$ cat src/rtl/mskaes_round_ctrl_pkg.sv
// rtl/mskaes_round_ctrl_pkg.sv - shared constants and FSM encoding for the masked AES round sequencer
package mskaes_round_ctrl_pkg;

   localparam int NR_DEF     = 10;
   localparam int SB_LAT_DEF = 5;
   localparam int RIDX_W     = 4;
   localparam int LAT_W      = 4;

   typedef enum logic [1:0] {
      FSM_IDLE  = 2'd0,
      FSM_ROUND = 2'd1,
      FSM_DONE  = 2'd2
   } fsm_t;

endpackage

$ cat src/rtl/mskaes_sb_lat_cnt.sv
// rtl/mskaes_sb_lat_cnt.sv - SubBytes-layer latency counter with clear/hold and terminal flag
module mskaes_sb_lat_cnt
   import mskaes_round_ctrl_pkg::*;
#(
   parameter int SB_LAT = SB_LAT_DEF
) (
   input  logic clk,
   input  logic rst,
   input  logic clear,
   input  logic hold,
   output logic terminal
);

   logic [LAT_W-1:0] cnt;

   // clear wins over hold so a randomness drop during a key stall restarts the round
   always_ff @(posedge clk or posedge rst) begin
      if (rst) begin
         cnt <= '0;
      end else if (clear) begin
         cnt <= '0;
      end else if (!hold) begin
         cnt <= cnt + 1'b1;
      end
   end

   assign terminal = (cnt == LAT_W'(SB_LAT - 1));

endmodule

$ cat src/rtl/mskaes_round_ctrl.sv
// rtl/mskaes_round_ctrl.sv - round sequencer for the masked 128-bit AES DOM SubBytes datapath
module mskaes_round_ctrl
   import mskaes_round_ctrl_pkg::*;
#(
   parameter int SB_LAT = SB_LAT_DEF,
   parameter int NR     = NR_DEF
) (
   input  logic              clk,
   input  logic              rst,
   input  logic              in_valid,
   output logic              in_ready,
   input  logic              rk_valid,
   input  logic              rnd_valid,
   output logic              rnd_ready,
   output logic              sel_load,
   output logic              state_en,
   output logic              last_round,
   output logic [RIDX_W-1:0] round_idx,
   output logic              busy,
   output logic              out_valid,
   input  logic              out_ready
);

   fsm_t fsm;
   fsm_t fsm_nxt;
   logic lat_term;
   logic in_round;
   logic round_go;
   logic at_last;
   logic lat_clear;
   logic lat_hold;

   assign in_round = (fsm == FSM_ROUND);
   assign at_last  = (round_idx == RIDX_W'(NR));
   assign round_go = in_round && lat_term && rk_valid && rnd_valid;

   // the sbox inputs stay stable across a key stall, so holding the count is safe
   assign lat_clear = !in_round || !rnd_valid || (lat_term && rk_valid);
   assign lat_hold  = lat_term && !rk_valid;

   mskaes_sb_lat_cnt #(
      .SB_LAT (SB_LAT)
   ) u_lat_cnt (
      .clk      (clk),
      .rst      (rst),
      .clear    (lat_clear),
      .hold     (lat_hold),
      .terminal (lat_term)
   );

   always_ff @(posedge clk or posedge rst) begin
      if (rst) begin
         fsm       <= FSM_IDLE;
         round_idx <= '0;
      end else begin
         fsm <= fsm_nxt;
         case (fsm)
            FSM_IDLE:  if (in_valid) round_idx <= RIDX_W'(1);
            FSM_ROUND: if (round_go && !at_last) round_idx <= round_idx + 1'b1;
            FSM_DONE:  if (out_ready) round_idx <= '0;
            default:   round_idx <= '0;
         endcase
      end
   end

   always_comb begin
      fsm_nxt = fsm;
      case (fsm)
         FSM_IDLE:  if (in_valid) fsm_nxt = FSM_ROUND;
         FSM_ROUND: if (round_go && at_last) fsm_nxt = FSM_DONE;
         FSM_DONE:  if (out_ready) fsm_nxt = FSM_IDLE;
         default:   fsm_nxt = FSM_IDLE;
      endcase
   end

   always_comb begin
      in_ready   = 1'b0;
      rnd_ready  = 1'b0;
      sel_load   = 1'b0;
      state_en   = 1'b0;
      last_round = 1'b0;
      busy       = 1'b0;
      out_valid  = 1'b0;
      case (fsm)
         FSM_IDLE: begin
            in_ready = 1'b1;
            sel_load = in_valid;
            state_en = in_valid;
         end
         FSM_ROUND: begin
            rnd_ready  = 1'b1;
            state_en   = round_go;
            last_round = at_last;
            busy       = 1'b1;
         end
         FSM_DONE: begin
            busy      = 1'b1;
            out_valid = 1'b1;
         end
         default: begin
            in_ready = 1'b0;
         end
      endcase
   end

endmodule

$ cat config.mk
export PLATFORM = sky130hd
export DESIGN_NAME = mskaes_round_ctrl
export DESIGN_NICKNAME = d
export VERILOG_FILES = /design/src/rtl/mskaes_round_ctrl_pkg.sv /design/src/rtl/mskaes_sb_lat_cnt.sv /design/src/rtl/mskaes_round_ctrl.sv
export SDC_FILE = /design/constraint.sdc
export NUM_CORES = 1
export LEC_CHECK = 0
export CAP_MARGIN = 20
export CORE_AREA = 2 2 39 41
export DETAILED_ROUTE_END_ITERATION = 10
export DIE_AREA = 0 0 41 43
export DONT_BUFFER_PORTS = 1
export MAX_ROUTING_LAYER = met4
export PLACE_DENSITY_LB_ADDON = 0.25
export SLEW_MARGIN = 40
export SYNTH_ARGS = -nofsm -noshare
export SYNTH_HDL_FRONTEND = slang
export SYNTH_SLANG_ARGS = --single-unit
$ cat constraint.sdc
create_clock -name clk -period 2.3 [get_ports clk]
set_input_delay 0.23 -clock clk [delete_from_list [all_inputs] [get_ports clk]]
set_output_delay 0.23 -clock clk [all_outputs]
set_load 0.005 [all_outputs]
# [Yosys cells after proc, flatten, opt, wreduce, memory -nomap -nowiden]
# Cells that the tools add are included.
[word_totals] latch_bits=0 rom_bits=0 ram_bits=0 elab_cells=48 mem_count=0 regBits=10
[op_classes] bitwise=0 n_mux=17 div_mod_pow=0 add_sub_neg=2 shift=0 magnitude_cmp=0 reduce_logical=17 n_mul=0 n_eq_ne=9
[ops] operator="$mux W4" count=5
[ops] operator="$pmux W4 S3" count=1
[ops] operator="$add A4 B1 Y4 const B" count=2
[ops] operator="$logic_and A1 B1 Y1" count=7
[ops] operator="$mux W1" count=6
[ops] operator="$mux W2" count=3
[ops] operator="$ne A2 B2 Y1 const B" count=3
[ops] operator="$pmux W2 S3" count=1
[ops] operator="$reduce_and A3 Y1" count=2
[ops] operator="$eq A4 B3 Y1 const B" count=1
[ops] operator="$eq A4 B4 Y1 const B" count=1
[ops] operator="$logic_not A1 Y1" count=4
[ops] operator="$ne A2 B1 Y1 const B" count=2
[ops] operator="$eq A2 B1 Y1 const B" count=1
[ops] operator="$eq A2 B2 Y1 const B" count=1
[ops] operator="$logic_not A2 Y1" count=1
[ops] operator="$logic_or A1 B1 Y1" count=2
[ops] operator="$pmux W1 S2" count=1
[ops] operator="$reduce_or A2 Y1" count=1

# [Logic depth before layout (Yosys ltp)]
[logic_depth] depth_word=7 depth_mapped=6 mapped_depth_nobuf=6

# [Modules after synthesis]
# A second synthesis with hierarchy kept.
[hier_totals] hier_cells=67 area_unflattened_um2=651.9
[modules_own_cells] mod="mskaes_round_ctrl" area_each_um2=440.4 seq_area_each_um2=150.1 cells_each=47 instances=1
[modules_own_cells] mod="mskaes_sb_lat_cnt" area_each_um2=211.5 seq_area_each_um2=100.1 cells_each=20 instances=1

# [Least setup slack after synthesis]
# Ideal clock, no wire load.
[synth_timing] kind="reg-to-reg" from="register u_lat_cnt.cnt[0]" to="register fsm[1]" t_arrival_ns=1.705 t_required_ns=2.175 synth_period_minus_slack_ns=1.830 path_buffers=0 stages_incl_launch_ff=7 slack_ns=0.470 setup_time_ns=0.125 path_cell_list="dfrtp_1 > inv_1 > ha_1 > nand3b_4 > o41a_2 > nor2_4 > mux2_2"
[synth_between] elab_chain_cells=7
[synth_lines] element="start: declaration" line="mskaes_sb_lat_cnt.sv:14" rtl="logic [LAT_W-1:0] cnt;"
[synth_lines] element="start signal: assignment" line="mskaes_sb_lat_cnt.sv:23" rtl="cnt <= cnt + 1'b1;"
[synth_lines] element="$eq A4 B3 Y1" line="mskaes_sb_lat_cnt.sv:27" rtl="assign terminal = (cnt == LAT_W'(SB_LAT - 1));"
[synth_lines] element="$logic_and A1 B1 Y1 (3 in a row)" line="mskaes_round_ctrl.sv:35" rtl="assign round_go = in_round && lat_term && rk_valid && rnd_valid;"
[synth_lines] element="$logic_and A1 B1 Y1" line="mskaes_round_ctrl.sv:70" rtl="FSM_ROUND: if (round_go && at_last) fsm_nxt = FSM_DONE;"
[synth_lines] element="$ne A2 B1 Y1 (no line)"
[synth_lines] element="$reduce_and A3 Y1 (no line)"
[synth_lines] element="end signal: assignment" line="mskaes_round_ctrl.sv:56" rtl="fsm <= fsm_nxt;"
[synth_lines] element="end: declaration" line="mskaes_round_ctrl.sv:24" rtl="fsm_t fsm;"
# No other way between the ends.
# A chain may end at the register's enable or synchronous reset.

# [Worst setup path in the final report]
# Ends and elaborated chain as after synthesis.

==> results by group <==
Worst setup path
  – Critical path, cell by cell: inv_1 -> ha_1 -> nand3b_4 -> o41a_2 -> nor2_4 -> mux2_2
  – Worst setup path start: u_lat_cnt.cnt[0]
  – Setup crit end kind: register
  – CP bufs+invs: 1
  – Worst R2R Start: u_lat_cnt.cnt[0]
  – Critical path's slowest cell: o41a_2
  – CP top delay family: compound AO/OA/AOI/OAI gates
  – Worst endpoint data arrival time: 2.07 ns
  – Max FO, Critical Path: 10
  – Flop2flop setup slack: 0.38 ns
  – Critical path depth: 6
  – Setup CP Type: register to register
  – R2r worst-path depth: 6
  – Reg2reg end: fsm[1]
  – Critical path startpoint category: register
  – WP data required: 2.45 ns
  – Worst path max stage delay: 0.51 ns
  – Setup crit end: fsm[1]

STA
  – Period utilisation layout: 83.6%
  – Clk_skew: 0.00318 ns
  – Max Slew Vio Count: 0
  – Fmax: 520 MHz
  – Post-layout min period: 1.92 ns
  – Final hold violation count: 0
  – Setup ws final: 0.376 ns
  – Worst-margin pin slew: 0.457 ns
  – RSZ-0062 raised after global routing: no
  – Setup_tns: 0 ns
  – Slew HR: 69.6%
  – Setup violators final: 0

Layout
  – # diodes: 0
  – FILL cells: 131
  – Ratio of cells with drive above 1 in the final layout: 13.8%
  – Final Net Count: 96
  – Synth-to-Final Area Change: 7.99%

Placement
  – Worst slack, placed: 0.391 ns
  – HPWL Detailed: 1020 um
  – Final Wtd Congestion: 0.764
  – Port Buffer Count: 0

GRT
  – Largest net degree at the start of global routing: 12
  – GRT Total Usage: 19.1%
  – Initial antenna violation count: 0
  – Global-route wire length before repair: 2210 um
  – GRT overflow: 0
  – Vias in the first global route: 530

Drt
  – DR vias: 538
  – WL final: 1310 um
  – Initial DRC count: 15
  – Drt wl/cell: 13.7 um
  – # DRC: 0
  – Antenna Violating Nets Remaining: 0
  – Via density: 5.60
  – Drt first pass iters: 4

Power and ir drop
  – PD cells: 932 mW/mm^2
  – Worst VDD drop: 590 uV
  – Leakage power: 0.356 nW

Clocking
  – Clock buffer count from CTS: 3
  – H-tree depth: 1
  – Skew-Pair Late Insertion Delay: 0.26 ns
  – CTS sink cnt: 10
  – Clk root buf: clkbuf_4
  – Clock buffer depth: 2
  – TritonCTS clock tree: done
  – Clock slew at reported path FFs: 0.07 ns

Synthesis
  – Syn Nets: 90
  – Primary FF master, synth: dfrtp_1
  – Avg Cell Area, Syn: 9.27 um^2
  – Mapped cell area: 704 um^2
  – Register bit total from synthesis: 10
  – Post-synth EDFFs: 0
  – Post-synthesis sequential area ratio: 35.5%
  – Async SR Flop Fraction: 100%
  – Post-Synthesis Cells: 76
  – Cell variety after synth: 28
  – Synth warn: 0

Floorplanning
  – Initial Utilization: 50.9%
  – DIE AREA: 0.00176 mm^2
  – Core area: 0.00138 mm^2
  – I/O pin count: 17
  – Chip Width: 41 um
  – FP Rows: 14
  – Die height: 43 um

Worst hold path
  – Worst min path class: input pin to register

Outcome
  – Status: complete, no violations

Flow run
  – MaxCap Viol Count: 0
## registers in the layout, summed over array words and instances (netlist names)
register,flops
u_lat_cnt.cnt,4
fsm,2
round_idx,4
## worst min-delay path by stage
stage	end	cells after the start	slack (ns)	start
detailed placement	u_lat_cnt.cnt[0]	1	0.13	rst
global route	u_lat_cnt.cnt[3]	2	0.20	rnd_valid
finish	u_lat_cnt.cnt[3]	2	0.18	rnd_valid
global placement	u_lat_cnt.cnt[0]	1	0.13	rst
CTS	u_lat_cnt.cnt[0]	3	0.18	rk_valid
floorplan	fsm[0]	1	0.07	rst
## layer usage
layer | GRT usage (%) | up-vias | routed length (um)
met5 | - | - | 0
met4 | 6.00 | 0 | 0
met3 | 5.76 | 0 | 56
met2 | 27.8 | 14 | 632
met1 | 24.8 | 250 | 624
li1 | - | 274 | -
## synthesized netlist by cell type (all sizes together) (2+ instances only)
cell type,number,area share (%)
nor2,10,6.4
nor3,5,3.6
inv,10,5.3
a221o,2,2.8
and2,2,1.8
a21oi,5,3.6
nand3,3,2.1
ha,8,14
dfrtp,10,36
nand2,4,2.1
## logic make-up after synthesis
family	Yosys count	synth area share, %
buffers and inverters	11	5.86
AO/OA/AOI/OAI	14	15.3
flip-flops	10	35.5
adder cells (fa/ha/maj)	8	14.2
AND/OR/NAND/NOR	31	26.1
multiplexers	2	3.02
## power by group
part           internal, mW  switching (mW)  total, mW
Sequential            0.210          0.0350      0.245
Clock                0.0603          0.0596      0.120
Combinational         0.146           0.198      0.343
Total                 0.416           0.292      0.709
## worst register-to-register path: cells and delay by family (launching register included)
kind | cells | cell delay (ns)
flip-flops | 1 | 0.41
AO/OA/AOI/OAI | 1 | 0.51
multiplexers | 1 | 0.33
adder cells (fa/ha/maj) | 1 | 0.21
AND/OR/NAND/NOR | 2 | 0.25
buffers and inverters | 1 | 0.09
## through the flow
stage	instance area [um^2]	hold slack [ns]	total power, mW	instances	utilization [%]
floorplan	704	0.0702	0.521	76	-
global placement	728	0.127	0.585	92	52.6
detailed placement	728	0.130	0.593	92	52.6
CTS	761	0.181	0.715	96	55.0
global route	761	0.203	0.767	96	55.0
finish	761	0.180	0.709	96	55.0
## what timing repair did
item / in CTS / in global routing
buffers inserted: 0 / 0
endpoints found under the setup margin: 0 / 0
resized for setup: 0 / 0
hold buffers: 1 / 0
hold endpoints to repair: 10 / 0
## cell type report
type	count	area, um^2	share of cell area, %
clock buffer	3	22.5	2.96
inverter	10	37.5	4.93
tap	16	20.0	2.63
timing repair buffer	2	17.5	2.30
sequential	10	250	32.9
multi-input combinational	55	413	54.3
## layout by cell type, fill, tap and decap left out, types with 2 or more instances in the layout
cell type and instances:
a21oi_1 5, a221o_1 2, and2_1 2, clkbuf_4 3
dfrtp_1 10, ha_1 8, inv_1 10, nand2_1 4
nand3_1 3, nor2_1 9, nor3_1 5
Note: power is estimated with default switching activity, not from simulation.
